**src/rtl/mac_result_drain_pkg.sv**
```systemverilog
// Shared constants, mode/state encodings and lane-sequencing helpers for the
// MAC result drain.
package mac_result_drain_pkg;

  localparam int MAC_ACC_WIDTH    = 32;
  localparam int MAC_DRAIN_DEPTH  = 2;
  localparam int MAC_DRAIN_DROP_W = 8;

  typedef enum logic [1:0] {
    MAC_MODE_SINGLE = 2'b00,
    MAC_MODE_DUAL   = 2'b01,
    MAC_MODE_QUAD   = 2'b10,
    MAC_MODE_RSVD   = 2'b11
  } mac_mode_e;

  typedef enum logic {
    DRAIN_IDLE = 1'b0,
    DRAIN_SEND = 1'b1
  } drain_state_e;

  // Reserved mode falls into the default arm and behaves like single.
  function automatic logic [1:0] mode_last_lane(input logic [1:0] mode);
    case (mac_mode_e'(mode))
      MAC_MODE_DUAL: mode_last_lane = 2'd2;
      MAC_MODE_QUAD: mode_last_lane = 2'd0;
      default:       mode_last_lane = 2'd3;
    endcase
  endfunction

  function automatic logic [1:0] mode_lane_step(input logic [1:0] mode);
    case (mac_mode_e'(mode))
      MAC_MODE_DUAL: mode_lane_step = 2'd2;
      default:       mode_lane_step = 2'd1;
    endcase
  endfunction

endpackage

```
**src/rtl/mac_snap_fifo.sv**
```systemverilog
// Synchronous snapshot FIFO with extra-MSB pointers and a combinational head
// read; push and pop may occur together, including while full.
module mac_snap_fifo #(
  parameter  int WIDTH = 130,
  parameter  int DEPTH = 2,
  localparam int AW    = $clog2(DEPTH)
) (
  input  logic             clk,
  input  logic             rst,
  input  logic             i_push,
  input  logic             i_pop,
  input  logic [WIDTH-1:0] i_wdata,
  output logic [WIDTH-1:0] o_rdata,
  output logic             o_full,
  output logic             o_empty,
  output logic [AW:0]      o_count
);

  logic [WIDTH-1:0] r_mem [DEPTH];
  logic [AW:0]      r_wr_ptr;
  logic [AW:0]      r_rd_ptr;

  // NOTE: sequential state uses non-blocking assignments so every register
  // samples pre-edge values regardless of statement order.
  always_ff @(posedge clk) begin
    if (rst) begin
      r_wr_ptr <= '0;
      r_rd_ptr <= '0;
    end else begin
      if (i_push) r_wr_ptr <= r_wr_ptr + 1'b1;
      if (i_pop)  r_rd_ptr <= r_rd_ptr + 1'b1;
    end
  end

  // NOTE: storage is not reset; the pointers alone define which entries are
  // live, and a resettable array would cost a reset net per bit.
  always_ff @(posedge clk) begin
    if (i_push) r_mem[r_wr_ptr[AW-1:0]] <= i_wdata;
  end

  assign o_rdata = r_mem[r_rd_ptr[AW-1:0]];
  assign o_empty = (r_wr_ptr == r_rd_ptr);
  assign o_full  = (r_wr_ptr[AW] != r_rd_ptr[AW]) &&
                   (r_wr_ptr[AW-1:0] == r_rd_ptr[AW-1:0]);
  assign o_count = r_wr_ptr - r_rd_ptr;

endmodule

```
**src/rtl/mac_result_drain.sv**
```systemverilog
// Snapshots the four MAC cluster accumulators on capture and serialises the
// lanes meaningful for each snapshot's mode onto a valid/ready stream.
module mac_result_drain
  import mac_result_drain_pkg::*;
#(
  parameter  int ACC_W  = MAC_ACC_WIDTH,
  parameter  int DEPTH  = MAC_DRAIN_DEPTH,
  parameter  int DROP_W = MAC_DRAIN_DROP_W,
  localparam int AW     = $clog2(DEPTH),
  localparam int SNAP_W = 4 * ACC_W + 2
) (
  input  logic              clk,
  input  logic              rst,
  input  logic [1:0]        mode,
  input  logic              capture,
  input  logic [ACC_W-1:0]  in0,
  input  logic [ACC_W-1:0]  in1,
  input  logic [ACC_W-1:0]  in2,
  input  logic [ACC_W-1:0]  in3,
  output logic              capture_ready,
  output logic [ACC_W-1:0]  m_data,
  output logic [1:0]        m_lane,
  output logic              m_last,
  output logic              m_valid,
  input  logic              m_ready,
  output logic              overflow,
  output logic [DROP_W-1:0] drop_count
);

  localparam logic [AW:0] COUNT_ONE = 1;

  drain_state_e      r_state;
  drain_state_e      w_state_nxt;
  logic [1:0]        r_lane;
  logic              r_overflow;
  logic [DROP_W-1:0] r_drop_count;

  logic [SNAP_W-1:0] w_wdata;
  logic [SNAP_W-1:0] w_head;
  logic              w_full;
  logic              w_empty;
  logic [AW:0]       w_count;
  logic [1:0]        w_head_mode;
  logic [ACC_W-1:0]  w_lane_data;
  logic              w_fire;
  logic              w_pop;
  logic              w_push;
  logic              w_drop;

  assign w_wdata = {mode, in3, in2, in1, in0};

  mac_snap_fifo #(
    .WIDTH (SNAP_W),
    .DEPTH (DEPTH)
  ) u_fifo (
    .clk     (clk),
    .rst     (rst),
    .i_push  (w_push),
    .i_pop   (w_pop),
    .i_wdata (w_wdata),
    .o_rdata (w_head),
    .o_full  (w_full),
    .o_empty (w_empty),
    .o_count (w_count)
  );

  assign w_head_mode = w_head[4*ACC_W +: 2];

  always_comb begin
    w_lane_data = w_head[0 +: ACC_W];
    case (r_lane)
      2'd1:    w_lane_data = w_head[ACC_W   +: ACC_W];
      2'd2:    w_lane_data = w_head[2*ACC_W +: ACC_W];
      2'd3:    w_lane_data = w_head[3*ACC_W +: ACC_W];
      default: w_lane_data = w_head[0 +: ACC_W];
    endcase
  end

  // Beat outputs come straight from the head entry and lane pointer, so they
  // hold by construction while the sink stalls.
  assign m_valid = (r_state == DRAIN_SEND);
  assign m_data  = m_valid ? w_lane_data : '0;
  assign m_lane  = m_valid ? r_lane : 2'd0;
  assign m_last  = m_valid && (r_lane == mode_last_lane(w_head_mode));

  assign w_fire        = m_valid && m_ready;
  assign w_pop         = w_fire && m_last;
  assign capture_ready = !w_full || w_pop;
  assign w_push        = capture && capture_ready;
  assign w_drop        = capture && !capture_ready;
  assign overflow      = r_overflow;
  assign drop_count    = r_drop_count;

  // NOTE: the next-state default comes first so no path leaves it unassigned
  // and no latch is inferred.
  always_comb begin
    w_state_nxt = r_state;
    case (r_state)
      DRAIN_IDLE: if (w_push) w_state_nxt = DRAIN_SEND;
      DRAIN_SEND: if (w_pop && !w_push && (w_count == COUNT_ONE))
                    w_state_nxt = DRAIN_IDLE;
      default:    w_state_nxt = DRAIN_IDLE;
    endcase
  end

  always_ff @(posedge clk) begin
    if (rst) begin
      r_state      <= DRAIN_IDLE;
      r_lane       <= 2'd0;
      r_overflow   <= 1'b0;
      r_drop_count <= '0;
    end else begin
      r_state <= w_state_nxt;
      if (w_pop) begin
        r_lane <= 2'd0;
      end else if (w_fire) begin
        r_lane <= r_lane + mode_lane_step(w_head_mode);
      end
      if (w_drop) begin
        r_overflow <= 1'b1;
        if (r_drop_count != {DROP_W{1'b1}}) r_drop_count <= r_drop_count + 1'b1;
      end
    end
  end

endmodule

```
**config.mk**
```make
export PLATFORM = sky130hd
export DESIGN_NAME = mac_result_drain
export DESIGN_NICKNAME = d
export VERILOG_FILES = /design/src/rtl/mac_result_drain_pkg.sv /design/src/rtl/mac_snap_fifo.sv /design/src/rtl/mac_result_drain.sv
export SDC_FILE = /design/constraint.sdc
export NUM_CORES = 1
export LEC_CHECK = 0
export ABC_AREA = 1
export ABC_CLOCK_PERIOD_IN_PS = 9400
export CAP_MARGIN = 10
export CORE_UTILIZATION = 53
export DETAILED_ROUTE_END_ITERATION = 12
export GPL_TIMING_DRIVEN = 1
export PLACE_DENSITY_LB_ADDON = 0.05
export SLEW_MARGIN = 15
export SYNTH_ARGS = -nofsm -noshare
export SYNTH_HDL_FRONTEND = slang
export SYNTH_SLANG_ARGS = --single-unit
export TNS_END_PERCENT = 5
```
**constraint.sdc**
```tcl
create_clock -name clk -period 9.4 [get_ports clk]
set_input_delay 0.94 -clock clk [delete_from_list [all_inputs] [get_ports clk]]
set_output_delay 0.94 -clock clk [all_outputs]
set_load 0.05 [all_outputs]
```
==> metrics.md, run 1 <==
| Metric | Value |
|---|---|
| First-pass GRT wire length | 37900 um |
| Clock sinks | 277 |
| Worst-path fanout max | 92 |
| NumNets Final | between 1000 and 1500 |
| TritonRoute pass-1 iters | 5 |
| Setup Skew | about 12 ps |
| R2r setup slk | 4870 ps |
| Top-count cell post-synth | nand2_1 |
| Synthesized area per cell | between 10 and 15 um^2 |
| Core Util, Final | 68.7% |
| Core Region | approximately 20000 um^2 |
| # setup viols final | 0 |
| Clock buffer depth | 3 |
| Slew Limit Fails | 0 |
| Arr. time, crit path | around 3700 ps |
| Gpl congestion | approximately 0.78 |
| Die H | 146 um |
| Final count of hold timing violations | 0 |
| TritonCTS Buffers | 28 |
| Req. time, crit path | 8460 ps |
| Yosys top cell by area | edfxtp_1 |
| Outcome | finished, final reports clean |
| Root Driver | clkbuf_16 |
| Clk_lat worst skew | roughly 530 ps |
| Synth cell types | 31 |
| Top cells by area, synth | edfxtp_1 71%, nand2_1 9.9%, a21oi_1 6.0% |
| CTS tree | done |
| Yosys top cell area share | a little over 70% |
| Area growth, synth to finish | 26.5% |
| Setup bufs post-CTS | 0 |
| Via density | 5.32 |
| Synth Warn # | 0 |
| Non-Filler Cell Area, Final | roughly 14000 um^2 |
| N_diodes | 0 |
| Final min period | 4610 ps |
| Initial Util | 54.3% |
| Synth async-reset ratio | 0% |
| Fmax | around 220 MHz |
| Initial antenna violation count | 1 |
| Critical path class | flip-flop to primary output |
| Cells after synthesis | between 800 and 900 |
| Setup crit end kind | primary output |
| Row count | 52 |
| Area of the multi-input gates | 2540 um^2 |
| IO buf count | 179 |
| GRT Resource Usage Total | 22.8% |
| CP startpoint kind | flip-flop |
| Clk pin slew, worst setup/hold paths | 60 ps |
| Top sig layer | met5 |
| Power Dens Cells | 208 nW/um^2 |
| Register area | 8150 um^2 |
| Critical Path Sink | m_data[17] |
| Top cells by count, synth | 290 x nand2_1, 260 x edfxtp_1, 133 x a21oi_1, 42 x nor2_1 |
| Period utilisation layout | around half |
| Post-Syn Area | around 11000 um^2 |
| Drt initial violations | 503 |
| Vias | 7232 |
| Routed WL per cell | between 15 and 20 um |
| HPWL Detailed | 14200 um |
| Flops & latches, synth | 277 |
| Hold Buf Count CTS | 0 |
| Lkg Pwr | just under 5 nW |
| Met2 WL post-DR | ~12000 um |
| FILL cells | 1487 |
| RR Endpoint | u_fifo.r_mem[0][103]$_DFFE_PP_ |
| Boundary Pins | 180 |
| Largest net degree at the start of global routing | 106 |
| Die Footprint | 21400 um^2 |
| Met3 WL | between 1000 and 1500 um |
| Post-cts resize count | 0 |
| Vias in the first global route | 7114 |
| Final wirelength | 24400 um |
| Number of synthesized flops with an enable pin | 260 |
| # Max-Cap Violations | 0 |
| Setup TNS | 0 ps |
| GRT overflow | 0 |
| Die W | between 100 and 150 um |
| DRC errors left | 0 |
| Net Count, Synth | 1037 |
| RSZ-0062 raised after global routing | no |
| Max_slew headroom | 30.7% |
| H-tree levels | 1 |
| Worst-Margin Slew | 1040 ps |
| Worst IR Drop VDD | 0.133 mV |
| Proportion of layout cells with a drive suffix above 1 | 7.53% |
| Wl on met1 | 10300 um |
| Placed Area | ~13000 um^2 |
| Worst R2R Path Depth | 15 |
| Most used DFF post-synth | edfxtp_1 |
| Final ANT Viol Nets | 0 |
| Hold crit path type | flip-flop to flip-flop |
| Seq/Total Area, Yosys | 73.7% |
-- area by class of cell --
type / count / area share [%]
clock buffer: 40 / 5.77
clock inverter: 10 / 1.07
inverter: 27 / 0.761
multi-input combinational: 546 / 18.2
sequential: 277 / 58.3
tap: 270 / 2.42
timing repair buffer: 189 / 13.5
-- state kept, by name, indices dropped and copies added (netlist names), named ones only --
name and count:
r_lane 2, u_fifo.r_rd_ptr 2, m_valid 1, u_fifo.r_wr_ptr 2
u_fifo.r_mem 260, drop_count 8, overflow 1
-- power by group --
group	internal [mW]	switching (mW)
logic	0.115	0.195
clock network	0.702	0.435
registers	1.44	0.0219
-- cell usage in the layout (no fill, tap or decap) --
cell type	netlist	layout
nand3_1	3	3
nand4_1	1	1
clkdlybuf4s50_1	0	179
clkbuf_16	0	29
clkinvlp_4	0	1
ha_1	5	5
dfxtp_1	17	16
nor4_1	32	32
nor2_1	42	41
dfxtp_4	0	1
buf_4	0	9
xor2_2	1	1
nand4_2	1	1
edfxtp_1	260	260
a21oi_1	133	133
o21ai_0	3	3
inv_1	23	23
o21ai_2	2	2
a21oi_2	11	11
nand2_1	290	290
inv_4	0	2
o21ai_1	1	1
nand2_2	2	2
nor2_4	2	3
xor2_1	8	8
clkinv_2	0	3
nand2b_1	1	1
or2_2	2	3
xnor2_1	1	1
nor2_2	1	1
nor3_1	1	1
nand3_4	1	1
nand3_2	1	1
bufinv_16	0	4
buf_16	0	1
clkinv_1	0	2
clkbuf_8	0	4
clkbuf_1	10	7
inv_2	4	2
-- stage by stage --
step,setup slack (ps),std cells,hold slack [ps],total power [mW]
final,4790,1359,454,2.91
after detailed placement,4810,1308,445,1.80
after floorplan,1190,898,452,1.67
after global placement,4870,1308,444,1.79
after global routing,4550,1359,505,3.01
after CTS,4740,1358,456,2.93
-- worst min path at each step --
stage / startpoint / endpoint / slack [ps] / cells past startpoint
5_1_grt: overflow$_SDFFE_PP0P_ / overflow$_SDFFE_PP0P_ / 510 / 2
3_5_place_dp: overflow$_SDFFE_PP0P_ / overflow$_SDFFE_PP0P_ / 440 / 2
2_1_floorplan: u_fifo.r_rd_ptr[1]$_SDFFE_PP0P_ / u_fifo.r_rd_ptr[1]$_SDFFE_PP0P_ / 450 / 2
6_report: overflow$_SDFFE_PP0P_ / overflow$_SDFFE_PP0P_ / 450 / 2
4_1_cts: overflow$_SDFFE_PP0P_ / overflow$_SDFFE_PP0P_ / 460 / 2
3_3_place_gp: overflow$_SDFFE_PP0P_ / overflow$_SDFFE_PP0P_ / 440 / 2
-- cell families (layout without fill, tap and decap cells) --
| logic type | Yosys count | after routing | synth area share (%) |
|---|---|---|---|
| and+or+nand+nor | 381 | 381 | 14.3 |
| DFF | 277 | 277 | 73.7 |
| AOI/OAI and AO/OA | 150 | 150 | 7.23 |
| buffers and inverters | 75 | 266 | 3.32 |
| xor gates and xnor gates | 10 | 10 | 0.861 |
| adders and majority gates | 5 | 5 | 0.566 |
-- worst max-delay path, cell delays in order, from the launching register on --
cell and delay (ps):
dfxtp_4 450, inv_4 340, buf_4 840, nand2_1 130
a21oi_1 220, nor4_1 70, nor2_1 170, clkdlybuf4s50_1 840
-- per-layer routing --
| metal | vias to the layer above | global-route usage, % |
|---|---|---|
| met5 | - | 0 |
| met1 | 3489 | 31.6 |
| met3 | 39 | 3.34 |
| met4 | 2 | 5.52 |
| li1 | 3483 | - |
| met2 | 219 | 38.4 |
Power figures use the tool's default switching activity.
==> run 2, diff against run 1 <==
--- a/config.mk
+++ b/config.mk
@@ -6,7 +6,7 @@
 export NUM_CORES = 1
 export LEC_CHECK = 0
 export ABC_AREA = 1
-export ABC_CLOCK_PERIOD_IN_PS = 9400
+export ABC_CLOCK_PERIOD_IN_PS = 4700
 export CAP_MARGIN = 10
 export CORE_UTILIZATION = 53
 export DETAILED_ROUTE_END_ITERATION = 12
==> constraint.sdc (replaced) <==
create_clock -name clk -period 4.7 [get_ports clk]
set_input_delay 0.47 -clock clk [delete_from_list [all_inputs] [get_ports clk]]
set_output_delay 0.47 -clock clk [all_outputs]
set_load 0.05 [all_outputs]
==> metrics.md, run 2 (synthesized netlist as in run 1, its figures left out) <==
| Metric | Value |
|---|---|
| Worst-path fanout max | a little over 70 |
| HPWL Detailed | 14400 um |
| Setup crit end kind | primary output |
| Critical path class | flip-flop to primary output |
| Root Driver | clkbuf_16 |
| Area growth, synth to finish | 25.8% |
| Die Footprint | between 20000 and 25000 um^2 |
| Row count | 52 |
| Max FFs per register | 260 |
| Final ANT Viol Nets | 0 |
| Core Region | just over 20000 um^2 |
| Period utilisation layout | 85.7% |
| Slew Limit Fails | 0 |
| Gpl congestion | 0.748 |
| Hold crit path type | flip-flop to flip-flop |
| Vias in the first global route | roughly 7000 |
| Final count of hold timing violations | 0 |
| Die H | 146 um |
| Req. time, crit path | 4230 ps |
| Setup bufs post-CTS | 0 |
| GRT overflow | 0 |
| Boundary Pins | 180 |
| Initial antenna violation count | 2 |
| DRC errors left | 0 |
| Grt met2 use | 37.5% |
| Final wirelength | 23800 um |
| Power Dens Cells | 399 nW/um^2 |
| NumNets Final | 1210 |
| GRT Resource Usage Total | 22.3% |
| Clk pin slew, worst setup/hold paths | 60 ps |
| IO buf count | 179 |
| First-pass GRT wire length | 36700 um |
| Post-cts resize count | 0 |
| Setup TNS | 0 ps |
| Grt met1 use | a little under a third |
| Largest net degree at the start of global routing | 72 |
| Proportion of layout cells with a drive suffix above 1 | 7.52% |
| Worst-Margin Slew | 959 ps |
| Arr. time, crit path | around 3600 ps |
| Outcome | finished, final reports clean |
| Clk_lat worst skew | approximately 520 ps |
| Clock buffer depth | 3 |
| CTS tree | done |
| TritonCTS Buffers | 27 |
| Vias | just over 7000 |
| TritonRoute pass-1 iters | 5 |
| Worst IR Drop VDD | 0.301 mV |
| GR Util met3 | 3.09% |
| Lkg Pwr | 4.90 nW |
| # Max-Cap Violations | 0 |
| Global route hottest layer | met2 |
| Max_slew headroom | ~36% |
| Via density | between 5 and 6 |
| Routed WL per cell | 17.5 um |
| Hold Buf Count CTS | 0 |
| # setup viols final | 0 |
| CP startpoint kind | flip-flop |
| Initial Util | 54.3% |
| Die W | 146 um |
| Most common cell after layout, fill and taps aside | nand2_1 |
| Drt initial violations | about 420 |
| Design Power | 5.55 mW |
| Fmax | 248 MHz |
| Setup Skew | between 7 and 8 ps |
| RSZ-0062 raised after global routing | no |
| Final min period | 4030 ps |
| H-tree levels | 1 |
| Commonest non-fill, non-tap cells in the layout | 290 x nand2_1, 260 x edfxtp_1, 179 x clkdlybuf4s50_1 |
| Clock sinks | 277 |
run 2: final timing paths:
kind	startpoint	end	slack [ps]	depth (start not counted)
hold reg to reg	overflow$_SDFFE_PP0P_	overflow$_SDFFE_PP0P_	460	2
setup reg to reg	flip-flop	u_fifo.r_mem[1][23]$_DFFE_PP_	1300	13
hold / removal	overflow$_SDFFE_PP0P_	overflow$_SDFFE_PP0P_	460	2
setup / recovery	flip-flop	m_data[1]	670	7
run 2: critical path, cell delays in order, from the launching register on:
cell and delay [ps]:
dfxtp_4 350, buf_4 600, buf_4 660, nand2_1 110, a21oi_1 180, nor4_1 70, nor2_1 140, clkdlybuf4s50_1 840
run 2: layout make-up:
cell class	count	area, um^2
sequential	277	8150
fill	1520	6470
multi-input combinational	546	2540
timing repair buffer	192	1930
clock buffer	30	687
tap	270	338
clock inverter	19	141
inverter	27	106
antenna	1	2.50
run 2: report_power, final:
part | switching (mW) | total [mW] | internal [mW]
Combinational | 0.390 | 0.628 | 0.237
Sequential | 0.0413 | 2.92 | 2.88
Clock | 0.844 | 2.00 | 1.16
run 2: metrics by stage:
step | instance area, um^2 | utilization, % | instances | worst slack [ps] | hold WS [ps]
floorplan | 11100 | - | 898 | 142 | 452
global placement | 13100 | 64.2 | 1312 | 1240 | 442
detailed placement | 13100 | 64.2 | 1312 | 1210 | 445
CTS | 13900 | 68.2 | 1361 | 658 | 456
global route | 13900 | 68.2 | 1362 | 380 | 504
finish | 13900 | 68.2 | 1362 | 670 | 457
run 2: routing by layer:
| metal | vias to the layer above | wire, um |
|---|---|---|
| met3 | 30 | 1310 |
| met2 | 217 | 12000 |
| met1 | 3483 | 10100 |
| met5 | - | 13 |
| li1 | 3491 | - |
| met4 | 2 | 386 |
==> run 3, diff against run 2 <==
--- a/config.mk
+++ b/config.mk
@@ -8,7 +8,9 @@
 export ABC_AREA = 1
 export ABC_CLOCK_PERIOD_IN_PS = 4700
 export CAP_MARGIN = 10
+export CORE_MARGIN = 2
 export CORE_UTILIZATION = 53
+export CTS_CLUSTER_DIAMETER = 80
 export DETAILED_ROUTE_END_ITERATION = 12
 export GPL_TIMING_DRIVEN = 1
 export PLACE_DENSITY_LB_ADDON = 0.05
==> metrics.md, run 3 (synthesized netlist as in run 1, its figures left out) <==
| Metric | Value |
|---|---|
| Most common cell after layout, fill and taps aside | nand2_1 |
| Max FFs per register | 260 |
| NumNets Final | 1212 |
| Initial antenna violation count | 1 |
| Die Footprint | between 20000 and 25000 um^2 |
| Hold wc startpoint | overflow$_SDFFE_PP0P_ |
| Wl on met1 | 10100 um |
| Period utilisation layout | 87.2% |
| IO buf count | 179 |
| Setup bufs post-CTS | 0 |
| Setup Skew | approximately 22 ps |
| Row count | 52 |
| Via density | roughly 5.3 |
| R2r setup slk | 1250 ps |
| HPWL Detailed | 15100 um |
| CTS tree | done |
| Critical path class | flip-flop to primary output |
| Commonest non-fill, non-tap cells in the layout | 290 x nand2_1, 260 x edfxtp_1, 179 x clkdlybuf4s50_1 |
| Placed Cells | 1314 |
| Root Driver | clkbuf_16 |
| H-tree levels | 1 |
| TritonRoute pass-1 iters | 4 |
| # Max-Cap Violations | 0 |
| Final wirelength | 24500 um |
| Proportion of layout cells with a drive suffix above 1 | around 7.9% |
| Arr. time, crit path | ~3600 ps |
| Die W | 148 um |
| # setup viols final | 0 |
| FILL cells | 1501 |
| Setup ws final | around 600 ps |
| Final non-filler cell total | 1363 |
| Clock buffer depth | 3 |
| Max_slew headroom | roughly 22% |
| Top sig layer | met4 |
| Fmax | 244 MHz |
| Hold Path End | overflow$_SDFFE_PP0P_ |
| RSZ-0062 raised after global routing | no |
| Slew Limit Fails | 0 |
| Clk_lat worst skew | 520 ps |
| Boundary Pins | 180 |
| Initial Util | 54.3% |
| Clk pin slew, worst setup/hold paths | 60 ps |
| GRT overflow | 0 |
| Core Region | slightly above 20000 um^2 |
| Final min period | 4100 ps |
| Met3 WL | approximately 1500 um |
| Worst IR Drop VDD | 0.334 mV |
| Die H | between 100 and 150 um |
| Met2 WL post-DR | 12400 um |
| Hold crit path type | flip-flop to flip-flop |
| Largest net degree at the start of global routing | 107 |
| Post-Place Setup Slack | 1200 ps |
| Final ANT Viol Nets | 0 |
| Area growth, synth to finish | 26.7% |
| Lkg Pwr | 4.96 nW |
| Gpl congestion | 0.753 |
| Worst-path fanout max | 106 |
| Power Dens Cells | 417 nW/um^2 |
| TritonCTS Buffers | 27 |
| Worst R2R Path Depth | 16 |
| Req. time, crit path | 4230 ps |
| Post-cts resize count | 0 |
| Final count of hold timing violations | 0 |
| GRT Resource Usage Total | 22.2% |
| DRC errors left | 0 |
| Area of the multi-input gates | 2540 um^2 |
| First-pass GRT wire length | 37900 um |
| RR Endpoint | u_fifo.r_mem[1][45]$_DFFE_PP_ |
| Setup crit end kind | primary output |
| Design Power | 5.84 mW |
| Setup TNS | 0 ps |
| Register area | 8150 um^2 |
| Routed WL per cell | 17.9 um |
| Outcome | finished, final reports clean |
| Vias | approximately 7300 |
| Hold Buf Count CTS | 0 |
| CP startpoint kind | flip-flop |
| Drt initial violations | 490 |
| Hold Path Cell Cnt | 2 |
| Vias in the first global route | about 7000 |
| Worst-Margin Slew | 1170 ps |
| Clock sinks | 277 |
-- run 3: cell types whose count changed in the layout (fill, tap and decap cells not counted), sizes merged --
cell | previous run | this run
clkinvlp | 1 | 0
clkinv | 16 | 11
bufinv | 2 | 7
buf | 13 | 15
-- run 3: worst max-delay path, cell delays in order, from the launching register on --
cell             delay, ps
dfxtp_4                440
inv_4                  240
buf_4                  870
nand2_1                180
a21oi_1                220
nor4_1                  70
nor2_1                 110
clkdlybuf4s50_1        820
-- run 3: worst max-delay path by stage --
| stage | endpoint | slack [ps] | cells after the start |
|---|---|---|---|
| 6_report | m_data[20] | 600 | 7 |
| 5_1_grt | m_data[9] | 430 | 7 |
| 4_1_cts | m_data[20] | 610 | 7 |
| 3_5_place_dp | m_data[19] | 1200 | 7 |
| 3_3_place_gp | m_data[28] | 1230 | 7 |
| 2_1_floorplan | u_fifo.r_mem[0][0]$_DFFE_PP_ | 140 | 16 |
-- run 3: area by class of cell --
type                    count  area share [%]
diodes                      1          0.0179
multi-input cells         546            18.2
inverters                  27           0.759
flip-flops and latches    277            58.2
well taps                 270            2.41
repair buffers            194            13.7
clock buffers              30            4.90
clock inverters            18            1.85
-- run 3: where the power goes --
part	total, mW	switching, mW	internal [mW]
combinational	0.625	0.388	0.236
clock	2.29	0.862	1.43
sequential	2.93	0.0438	2.88
-- run 3: stage by stage --
| step | util, % | cell area [um^2] | hold slack [ps] |
|---|---|---|---|
| CTS | 68.8 | 14000 | 464 |
| finish | 68.8 | 14000 | 463 |
| detailed placement | 64.1 | 13100 | 452 |
| global placement | 64.1 | 13100 | 443 |
| floorplan | - | 11100 | 452 |
| global route | 68.8 | 14000 | 513 |
-- run 3: routing by layer --
layer / track usage [%] / up-vias
li1: - / 3497
met1: 30.7 / 3536
met2: 37.2 / 217
met3: 3.13 / 31
met4: 6.24 / 0
met5: 0 / -
